### src/rtl/jellyvl_etherneco_pkg.sv
// Shared types and constants for the etherneco slave function dispatcher.
package jellyvl_etherneco_pkg;

    // Packet dispatch state
    typedef enum logic [1:0] {
        ST_IDLE   = 2'd0,
        ST_ACTIVE = 2'd1,
        ST_DROP   = 2'd2
    } state_t;

    // Packet types of the standard function blocks
    localparam logic [7:0] TYPE_SYNCTIMER = 8'h01;
    localparam logic [7:0] TYPE_GPIO      = 8'h02;
    localparam logic [7:0] TYPE_REGACC    = 8'h03;

endpackage

### src/rtl/jellyvl_etherneco_sat_counter.sv
// Saturating up-counter used for the per-channel packet statistics.
module jellyvl_etherneco_sat_counter #(
    parameter int CNT_WIDTH = 16
) (
    input  logic                 clk,
    input  logic                 rst_n,
    input  logic                 clear,
    input  logic                 inc,
    output logic [CNT_WIDTH-1:0] count
);

    logic [CNT_WIDTH-1:0] count_r;

    // Count up on inc, hold at all-ones instead of wrapping
    always_ff @(posedge clk or negedge rst_n) begin
        if (!rst_n) begin
            count_r <= '0;
        end else if (clear) begin
            count_r <= '0;
        end else if (inc && (count_r != '1)) begin
            count_r <= count_r + CNT_WIDTH'(1);
        end else begin
            count_r <= count_r;
        end
    end

    assign count = count_r;

endmodule

### src/rtl/jellyvl_etherneco_func_dispatcher.sv
// Routes each received packet to one function channel selected by its type,
// forwards events/payload one clock late, muxes the replace stream back and
// keeps per-channel statistics.
module jellyvl_etherneco_func_dispatcher
    import jellyvl_etherneco_pkg::*;
#(
    parameter int                       FUNC_NUM   = 4,
    parameter logic [FUNC_NUM*8-1:0]    FUNC_TYPES = {8'h04, 8'h03, 8'h02, 8'h01},
    parameter int                       CNT_WIDTH  = 16
) (
    input  logic                          clk,
    input  logic                          reset,
    input  logic [FUNC_NUM-1:0]           func_enable,

    input  logic                          rx_start,
    input  logic                          rx_end,
    input  logic                          rx_error,
    input  logic [15:0]                   rx_length,
    input  logic [7:0]                    rx_type,
    input  logic [7:0]                    rx_node,

    input  logic                          s_first,
    input  logic                          s_last,
    input  logic [15:0]                   s_pos,
    input  logic [7:0]                    s_data,
    input  logic                          s_valid,
    output logic [7:0]                    m_data,
    output logic                          m_valid,

    output logic [FUNC_NUM-1:0]           f_rx_start,
    output logic [FUNC_NUM-1:0]           f_rx_end,
    output logic [FUNC_NUM-1:0]           f_rx_error,
    output logic [15:0]                   f_rx_length,
    output logic [7:0]                    f_rx_type,
    output logic [7:0]                    f_rx_node,
    output logic [FUNC_NUM-1:0]           f_first,
    output logic [FUNC_NUM-1:0]           f_last,
    output logic [15:0]                   f_pos,
    output logic [7:0]                    f_data,
    output logic [FUNC_NUM-1:0]           f_valid,
    input  logic [FUNC_NUM*8-1:0]         f_rep_data,
    input  logic [FUNC_NUM-1:0]           f_rep_valid,

    output logic [FUNC_NUM*CNT_WIDTH-1:0] stat_pkt,
    output logic [FUNC_NUM*CNT_WIDTH-1:0] stat_err,
    output logic [CNT_WIDTH-1:0]          stat_unmatched,
    output logic                          busy
);

    localparam int SEL_W = (FUNC_NUM > 1) ? $clog2(FUNC_NUM) : 1;

    state_t                state_r;
    state_t                state_s;
    logic [SEL_W-1:0]      sel_r;
    logic [SEL_W-1:0]      sel_s;

    logic                  match_s;
    logic [SEL_W-1:0]      match_idx_s;
    logic [FUNC_NUM-1:0]   match_oh_s;
    logic [FUNC_NUM-1:0]   cur_oh_s;
    logic                  active_s;

    logic                  end_cur_s;
    logic                  err_cur_s;
    logic                  start_new_s;
    logic                  unmatched_s;

    logic [7:0]            m_data_s;
    logic                  m_valid_s;

    assign active_s = (state_r == ST_ACTIVE);

    // Lowest-index enabled channel whose type matches wins (scan high to low)
    always_comb begin
        match_s     = 1'b0;
        match_idx_s = '0;
        for (int i = FUNC_NUM - 1; i >= 0; i--) begin
            if (func_enable[i] && (FUNC_TYPES[i*8 +: 8] == rx_type)) begin
                match_s     = 1'b1;
                match_idx_s = SEL_W'(i);
            end else begin
                match_s     = match_s;
            end
        end
    end

    // One-hot decode of the current and the newly matched channel
    always_comb begin
        cur_oh_s   = '0;
        match_oh_s = '0;
        for (int i = 0; i < FUNC_NUM; i++) begin
            cur_oh_s[i]   = (sel_r == SEL_W'(i));
            match_oh_s[i] = match_s && (match_idx_s == SEL_W'(i));
        end
    end

    // Next state: close the current packet first, then handle a new start
    always_comb begin
        state_s     = state_r;
        sel_s       = sel_r;
        end_cur_s   = 1'b0;
        err_cur_s   = 1'b0;
        start_new_s = 1'b0;
        unmatched_s = 1'b0;

        case (state_r)
            ST_ACTIVE: begin
                if (rx_error) begin
                    err_cur_s = 1'b1;
                    state_s   = ST_IDLE;
                end else if (rx_end) begin
                    end_cur_s = 1'b1;
                    state_s   = ST_IDLE;
                end else if (rx_start) begin
                    // start without end: the old packet is aborted
                    err_cur_s = 1'b1;
                end else begin
                    state_s   = state_r;
                end
            end
            ST_DROP: begin
                if (rx_error || rx_end) begin
                    state_s = ST_IDLE;
                end else begin
                    state_s = state_r;
                end
            end
            ST_IDLE: begin
                state_s = state_r;
            end
            default: begin
                state_s = ST_IDLE;
            end
        endcase

        if (rx_start) begin
            if (match_s) begin
                state_s     = ST_ACTIVE;
                sel_s       = match_idx_s;
                start_new_s = 1'b1;
            end else begin
                state_s     = ST_DROP;
                unmatched_s = 1'b1;
            end
        end else begin
            sel_s = sel_s;
        end
    end

    // State and selected channel registers
    always_ff @(posedge clk or negedge reset) begin
        if (!reset) begin
            state_r <= ST_IDLE;
            sel_r   <= '0;
        end else begin
            state_r <= state_s;
            sel_r   <= sel_s;
        end
    end

    // Forward path: one-clock registered copies, per-channel bits gated by selection
    always_ff @(posedge clk or negedge reset) begin
        if (!reset) begin
            f_rx_start  <= '0;
            f_rx_end    <= '0;
            f_rx_error  <= '0;
            f_rx_length <= 16'h0000;
            f_rx_type   <= 8'h00;
            f_rx_node   <= 8'h00;
            f_first     <= '0;
            f_last      <= '0;
            f_pos       <= 16'h0000;
            f_data      <= 8'h00;
            f_valid     <= '0;
        end else begin
            f_rx_start  <= start_new_s ? match_oh_s : '0;
            f_rx_end    <= end_cur_s   ? cur_oh_s   : '0;
            f_rx_error  <= err_cur_s   ? cur_oh_s   : '0;
            f_rx_length <= rx_length;
            f_rx_type   <= rx_type;
            f_rx_node   <= rx_node;
            f_first     <= (active_s && s_first) ? cur_oh_s : '0;
            f_last      <= (active_s && s_last)  ? cur_oh_s : '0;
            f_pos       <= s_pos;
            f_data      <= s_data;
            f_valid     <= (active_s && s_valid) ? cur_oh_s : '0;
        end
    end

    // Return path: combinational mux of the selected channel while ACTIVE
    always_comb begin
        m_data_s  = 8'h00;
        m_valid_s = 1'b0;
        for (int i = 0; i < FUNC_NUM; i++) begin
            if (active_s && cur_oh_s[i]) begin
                m_data_s  = f_rep_data[i*8 +: 8];
                m_valid_s = f_rep_valid[i];
            end else begin
                m_data_s  = m_data_s;
            end
        end
    end

    assign m_data  = m_data_s;
    assign m_valid = m_valid_s;
    assign busy    = active_s;

    // Per-channel statistics
    for (genvar g = 0; g < FUNC_NUM; g++) begin : g_stat
        jellyvl_etherneco_sat_counter #(
            .CNT_WIDTH (CNT_WIDTH)
        ) u_cnt_pkt (
            .clk   (clk),
            .rst_n (reset),
            .clear (1'b0),
            .inc   (end_cur_s && cur_oh_s[g]),
            .count (stat_pkt[g*CNT_WIDTH +: CNT_WIDTH])
        );

        jellyvl_etherneco_sat_counter #(
            .CNT_WIDTH (CNT_WIDTH)
        ) u_cnt_err (
            .clk   (clk),
            .rst_n (reset),
            .clear (1'b0),
            .inc   (err_cur_s && cur_oh_s[g]),
            .count (stat_err[g*CNT_WIDTH +: CNT_WIDTH])
        );
    end

    jellyvl_etherneco_sat_counter #(
        .CNT_WIDTH (CNT_WIDTH)
    ) u_cnt_unmatched (
        .clk   (clk),
        .rst_n (reset),
        .clear (1'b0),
        .inc   (unmatched_s),
        .count (stat_unmatched)
    );

endmodule

### config.mk
export PLATFORM = sky130hd
export DESIGN_NAME = jellyvl_etherneco_func_dispatcher
export DESIGN_NICKNAME = d
export VERILOG_FILES = /design/src/rtl/jellyvl_etherneco_pkg.sv /design/src/rtl/jellyvl_etherneco_sat_counter.sv /design/src/rtl/jellyvl_etherneco_func_dispatcher.sv
export SDC_FILE = /design/constraint.sdc
export NUM_CORES = 1
export LEC_CHECK = 0
export CORE_UTILIZATION = 25
export CTS_CLUSTER_SIZE = 24
export DETAILED_ROUTE_END_ITERATION = 7
export GPL_ROUTABILITY_DRIVEN = 0
export PLACE_DENSITY_LB_ADDON = 0.08
export SLEW_MARGIN = 30
export SYNTH_ARGS = -nofsm -noshare
export SYNTH_HDL_FRONTEND = slang
export SYNTH_HIERARCHICAL = 1
export SYNTH_SLANG_ARGS = --single-unit
### constraint.sdc
create_clock -name clk -period 2.64 [get_ports clk]
set_input_delay 0.528 -clock clk [delete_from_list [all_inputs] [get_ports clk]]
set_output_delay 0.528 -clock clk [all_outputs]
set_load 0.1 [all_outputs]
==> results of run 1 <==
-- final cells by class --
class | count | area (µm²)
clock inverters | 5 | 25.0
repair buffers | 418 | 3630
flip-flops and latches | 228 | 5710
clock buffers | 50 | 927
inverters | 31 | 116
well taps | 592 | 741
multi-input cells | 760 | 5270
fillers | 4476 | 28000
-- Yosys cell counts, types with 2 or more instances --
cell,n
a211oi_2,9
nor2b_1,37
nand2_1,55
nand4_1,54
ha_1,9
or4_2,18
nor3b_1,2
o21ai_1,28
a21oi_1,101
o211ai_2,9
buf_2,3
o21ai_0,10
or3_2,9
nand3_1,28
buf_6,10
nand4_2,9
nor3_1,11
and4_2,18
or3_1,18
mux4_2,9
o211ai_1,3
and3_1,19
nand2b_1,3
o41ai_1,2
nor3_2,2
nor2_1,43
nor4_4,10
dfrtp_1,228
o31ai_1,63
nand3b_1,12
mux2_1,36
nor4_1,38
and2_1,23
or4_1,45
clkbuf_1,38
inv_1,31
-- metal layers --
metal | vias to the layer above | routed length (µm) | global-route usage (%)
met3 | 54 | 2170 | 3.66
met5 | - | 58 | 0
li1 | 4868 | - | -
met1 | 5004 | 16600 | 20.5
met2 | 273 | 18000 | 26.7
met4 | 8 | 820 | 4.62
-- state kept, by name, indices dropped and copies added (netlist names) --
name                    count
f_last                      4
f_pos                      16
f_rx_length                16
g_stat.u_cnt_pkt/count     64
f_rx_start                  4
state_r                     2
f_rx_type                   8
f_data                      8
g_stat.u_cnt_err/count     64
u_cnt_unmatched/count      16
f_first                     4
f_rx_node                   8
f_rx_error                  4
f_rx_end                    4
f_valid                     4
sel_r                       2
-- per-stage QoR --
step / utilization (%) / setup WS (ns)
final: 36.9 / 0.104
after floorplan: - / 0.0728
after CTS: 36.9 / 0.0195
after detailed placement: 34.7 / -0.438
after global routing: 36.9 / 0.00131
after global placement: 34.7 / -0.356
-- logic make-up (layout without fill, tap and decap cells) --
family	Yosys count	in the layout	share of synthesized area (%)
muxes	46	46	5.47
buffers and inverters	82	504	3.42
adders and majority gates	9	9	0.997
DFF	228	228	50.5
and+or+nand+nor	460	460	26.7
AOI/OAI and AO/OA	227	227	12.9
other	1	18	0.0332
-- power by group --
part	switching (mW)	internal [mW]	total (mW)
clock	1.58	2.36	3.94
sequential	0.0221	3.55	3.57
combinational	0.582	0.279	0.861
total	2.18	6.19	8.37
-- worst max-delay path, delay by kind of cell (launching register included) --
family	cells	cell delay, ns
buf+inv	2	0.34
flops	1	0.40
mux	1	0.50
simple gates	1	0.20
-- what timing repair did --
item,CTS,global route
gates resized for setup,4,2
setup endpoints to repair,9,5
endpoints found under the hold margin,50,0
hold buffers,1,0
setup buffers,1,0
-- worst max path at each step --
stage | startpoint | end | slack, ns
floorplan | state_r[1]$_DFFE_PN0P_ | m_data[0] | 0.07
global placement | rx_type[1] | u_cnt_unmatched/count[13]$_DFFE_PN0P_ | -0.36
detailed placement | rx_type[1] | u_cnt_unmatched/count[11]$_DFFE_PN0P_ | -0.44
CTS | sel_r[0]$_DFFE_PN0P_ | m_data[4] | 0.02
global route | sel_r[0]$_DFFE_PN0P_ | m_data[1] | 0.001
finish | sel_r[0]$_DFFE_PN0P_ | m_data[0] | 0.10
==> Flow_metrics.wiki, run 1 <==
{| class="wikitable"
! Metric !! Value
|-
| Status || finished clean
|-
| Overall via count from detail_route || 10207
|-
| Clock Tree Buf Depth || 3
|-
| Worst skew pair latency || 0.57 ns
|-
| Placement row count || 77
|-
| Antenna diode instance count || 0
|-
| Post-detailed-route count of antenna-violating nets || 0
|-
| EDFF count, synth || 0
|-
| Achievable clock frequency || 0.394 GHz
|-
| Power per Cell Area || 510 mW/mm²
|-
| Detailed-route wire length || 37600 µm
|-
| Worst min-delay path endpoint || f_rx_node[2]$_DFF_PN0_
|-
| Number of cells in the finished layout apart from fillers || 2084
|-
| Minimum clock period after layout || 2.54 ns
|-
| Endpoint required time on the critical path || 2.11 ns
|-
| Full die area || 0.0460 mm²
|-
| Setup repair after global routing missed its margin || no
|-
| Area grow syn2layout || 45.3%
|-
| Hold Fails Final Rpt || 0
|-
| Count of state elements after synthesis || 228
|-
| Portion of the clock cycle consumed by the worst path in the final layout || 96.1%
|-
| Smallest hold slack || 0.393 ns
|-
| Count of input and output buffers || 337
|-
| Class of the tightest hold or removal check || in -> reg
|-
| Critical path's most frequent cell || buf_12
|-
| Clock tree from TritonCTS || yes
|-
| Crit start category || flip-flop
|-
| Reg-to-reg critical path startpoint || state_r[1]$_DFFE_PN0P_
|-
| Wire length of the first global-routing pass || 58900 µm
|-
| Number of cells on the worst reg-to-reg path || 9
|-
| Ratio of cells with drive above 1 in the final layout || 30.6%
|-
| Slowest stage delay, CP || 0.50 ns
|-
| Ordered cell list for the critical path || buf_12 > mux4_2 > and2_1 > buf_12
|-
| Arrival time of the worst setup path || 2.01 ns
|-
| Synthesis Warnings || 6
|-
| Via count of the first global-routing pass || 10030
|-
| Fraction of registers with async set/reset || 100%
|-
| Number of placed I/O pins || 338
|-
| Area fraction of the dominant cell type after synthesis || 50.5%
|-
| Leakage power || 7.17 nW
|-
| Most common cell after layout, fill and taps aside || buf_4
|-
| Clock H-tree levels || 1
|-
| Die outline width || 215 µm
|-
| Critical-path top delay cell || mux4_2
|-
| Hold Startpoint || rx_node[2]
|-
| Post-Route Skew || 0.0145 ns
|-
| Vertical die dimension || 215 µm
|-
| Reg clk slew, reported paths || 0.06 ns
|-
| Number of distinct library cell variants in the gate-level netlist after synthesis || 46
|-
| Summed area of non-filler cells in the final layout || 0.0164 mm²
|-
| Initial core utilization || 25.4%
|-
| GR Util All Layers || 16.0%
|-
| Inserted Clock Buffers || 30
|-
| Total Power Consumption || 8.37 mW
|-
| Cell depth of the worst hold path || 1
|-
| Final setup violation count || 0
|-
| Peak fanout along the critical path || 9
|-
| Maximum number of pins on one net before global-route repair || 56
|-
| Synthesized instance count || 1053
|-
| Count of TritonRoute iterations in the first routing pass || 4
|-
| Most used flip-flop cell after synthesis || dfrtp_1
|-
| Detail-routed via count per cell || 4.90
|-
| Final slew viol count || 0
|-
| Area post-placement || 0.0154 mm²
|-
| Reg2Reg Setup Slack || 0.22 ns
|-
| Standard cell core area || 0.0444 mm²
|-
| Startpoint-to-endpoint class of the critical path || reg -> out
|-
| Share of synthesized area occupied by flip-flops and latches || 50.5%
|-
| Per-cell routed wire length || 18.0 µm
|-
| Mean instance size in the synthesized netlist || 10.7 µm²
|-
| Least-Margin Pin Slew || 0.567 ns
|-
| Antenna violations before repair || 4
|-
| Worst vdd rail ir drop || 466 µV
|-
| Cell accounting for the most synthesized area || dfrtp_1
|-
| Mapped cell area || 0.0113 mm²
|-
| Number of placed cells counting well taps || 2027
|-
| Count of routing violations after the opening detailed-route iteration || 471
|-
| Fin nets || 1582
|-
| Critical path endpoint category || primary output
|-
| Max-cap check violation count || 0
|-
| Capture point of the worst reg-to-reg path || g_stat[1].u_cnt_pkt/count[15]$_DFFE_PN0P_
|-
| Detailed-route DRC error count || 0
|-
| Cells taking the most area after synthesis || dfrtp_1 51%, a21oi_1 4.5%, o31ai_1 4.2%
|-
| Max-slew headroom at the worst pin || 61.9%
|-
| Post-route setup TNS || 0 ns
|-
| Number of sinks driven by the clock tree || 228
|-
| Commonest cells after routing, fill and taps aside || 296 x buf_4, 227 x dfrtp_1, 102 x clkdlybuf4s50_1
|-
| Master cell of the clock root buffer || clkbuf_16
|-
| Final HPWL from detailed placement || 27500 µm
|-
| Overflow after GRT || 0
|}
Note: power is estimated with default switching activity, not from simulation.
==> run 2: changes to the inputs <==
--- a/config.mk
+++ b/config.mk
@@ -15,3 +15,4 @@
 export SYNTH_HDL_FRONTEND = slang
 export SYNTH_HIERARCHICAL = 1
 export SYNTH_SLANG_ARGS = --single-unit
+export TNS_END_PERCENT = 50
==> constraint.sdc (replaced) <==
create_clock -name clk -period 2.37 [get_ports clk]
set_input_delay 0.474 -clock clk [delete_from_list [all_inputs] [get_ports clk]]
set_output_delay 0.474 -clock clk [all_outputs]
set_load 0.1 [all_outputs]
==> run 2 against run 1 <==
The run now ends with setup timing left. Sequential cell count stayed put. Critical path type unchanged. Power is 13% higher. Non-clock buffer count is 21 higher. Core utilization is 0.65 points higher.
==> Flow_metrics.wiki, run 2 (same netlist as run 1, synthesis figures left out) <==
{| class="wikitable"
! Metric !! Value
|-
| Most common cell after layout, fill and taps aside || buf_4
|-
| Detail-routed via count per cell || 4.86
|-
| Worst skew pair latency || 0.56 ns
|-
| Placement row count || 77
|-
| Class of the tightest hold or removal check || in -> reg
|-
| Post-Route Skew || 0.0159 ns
|-
| Full die area || 0.0460 mm²
|-
| Final slew viol count || 0
|-
| Inserted Clock Buffers || 29
|-
| Count of TritonRoute iterations in the first routing pass || 5
|-
| Standard cell core area || 0.0444 mm²
|-
| Overflow after GRT || 0
|-
| Minimum clock period after layout || 2.45 ns
|-
| Detailed-route DRC error count || 0
|-
| Clock tree from TritonCTS || yes
|-
| Critical path endpoint category || primary output
|-
| Count of routing violations after the opening detailed-route iteration || 434
|-
| Status || finished with violations
|-
| Post-detailed-route count of antenna-violating nets || 0
|-
| Leakage power || 7.27 nW
|-
| Ratio of cells with drive above 1 in the final layout || 34.6%
|-
| Endpoint required time on the critical path || 1.90 ns
|-
| Commonest cells after routing, fill and taps aside || 316 x buf_4, 208 x dfrtp_1, 101 x clkdlybuf4s50_1
|-
| Per-cell routed wire length || 17.7 µm
|-
| Clock Tree Buf Depth || 3
|-
| Area grow syn2layout || 47.9%
|-
| Post-route setup TNS || -0.524 ns
|-
| Smallest hold slack || 0.181 ns
|-
| Final setup violation count || 9
|-
| Reg clk slew, reported paths || 0.06 ns
|-
| Fin nets || 1602
|-
| GR Util All Layers || 16.0%
|-
| Achievable clock frequency || 0.409 GHz
|-
| Arrival time of the worst setup path || 1.97 ns
|-
| Die outline width || 215 µm
|-
| Max-cap check violation count || 0
|-
| Total Power Consumption || 9.44 mW
|-
| Crit start category || flip-flop
|-
| Violations in the final reports || setup timing
|-
| Number of sinks driven by the clock tree || 228
|-
| Via count of the first global-routing pass || 10327
|-
| Antenna violations before repair || 1
|-
| Number of placed cells counting well taps || 2043
|-
| Detailed-route wire length || 37300 µm
|-
| Number of placed I/O pins || 338
|-
| Number of cells in the finished layout apart from fillers || 2102
|-
| Overall via count from detail_route || 10223
|-
| Final standard cell utilization of the core || 37.6%
|-
| Power per Cell Area || 566 mW/mm²
|-
| Max-slew headroom at the worst pin || 57.5%
|-
| Worst vdd rail ir drop || 423 µV
|-
| Portion of the clock cycle consumed by the worst path in the final layout || 103%
|-
| FF/Latch Area || 0.00573 mm²
|-
| Initial core utilization || 25.4%
|-
| Setup repair after global routing missed its margin || yes
|-
| Number of fill cells || 4477
|-
| Count of input and output buffers || 337
|-
| Maximum number of pins on one net before global-route repair || 73
|-
| Peak fanout along the critical path || 10
|-
| Startpoint-to-endpoint class of the critical path || reg -> out
|-
| Hold Fails Final Rpt || 0
|-
| Vertical die dimension || 215 µm
|-
| Total area of multi-input combinational cells || 0.00536 mm²
|-
| Final HPWL from detailed placement || 27000 µm
|-
| Clock H-tree levels || 1
|-
| Master cell of the clock root buffer || clkbuf_16
|-
| Least-Margin Pin Slew || 0.633 ns
|-
| Fin worst setup slack || -0.0766 ns
|-
| Antenna diode instance count || 0
|-
| Wire length of the first global-routing pass || 59600 µm
|}
[run 2: stage by stage]
| stage | area, µm² | setup WS (ns) |
|---|---|---|
| 2_1_floorplan | 11400 | -0.0248 |
| 5_1_grt | 16700 | -0.165 |
| 3_3_place_gp | 15600 | -0.509 |
| 3_5_place_dp | 15600 | -0.542 |
| 4_1_cts | 16600 | -0.147 |
| 6_report | 16700 | -0.0766 |
[run 2: repair_timing]
action,CTS,global route
setup buffers,6,0
endpoints found under the hold margin,22,0
hold buffers,1,0
endpoints found under the setup margin,22,67
resized for setup,20,13
[run 2: final cells by class]
type                            instances  area share [%]
Sequential cell                       228            34.3
Multi-Input combinational cell        760            32.1
Timing Repair Buffer                  439            22.6
Clock buffer                           45            5.30
Tap cell                              592            4.44
Inverter                               31           0.719
Clock inverter                          7           0.532
[run 2: final timing paths]
kind | startpoint | endpoint | slack [ns] | depth (start not counted)
max | sel_r[0]$_DFFE_PN0P_ | m_data[4] | -0.08 | 4
max reg2reg | state_r[1]$_DFFE_PN0P_ | g_stat[0].u_cnt_pkt/count[13]$_DFFE_PN0P_ | 0.11 | 8
min in group asynchronous | reset | g_stat[1].u_cnt_pkt/count[10]$_DFFE_PN0P_ | 0.37 | 2
max in group asynchronous | reset | g_stat[3].u_cnt_err/count[0]$_DFFE_PN0P_ | 1.27 | 3
min reg2reg | state_r[1]$_DFFE_PN0P_ | state_r[1]$_DFFE_PN0P_ | 0.54 | 2
min | rx_type[1] | f_rx_type[1]$_DFF_PN0_ | 0.18 | 1
[run 2: critical path, stage by stage (launching register included)]
cell and delay [ns]:
dfrtp_2 0.39, buf_12 0.15, mux4_2 0.52, and2_4 0.18, buf_12 0.16
[run 2: per-layer routing]
| metal | track usage [%] | share of wire [%] | vias to the layer above |
|---|---|---|---|
| met5 | 0 | 0.035 | - |
| met4 | 3.76 | 2.1 | 2 |
| met3 | 4.10 | 6.4 | 44 |
| met2 | 26.7 | 48 | 286 |
| met1 | 20.5 | 44 | 4979 |
| li1 | - | - | 4912 |
[run 2: where the power goes]
group / internal [mW] / switching (mW) / leakage [nW]
Combinational: 0.308 / 0.644 / 3.77
Sequential: 3.95 / 0.0219 / 3.01
Clock: 2.76 / 1.76 / 0.485
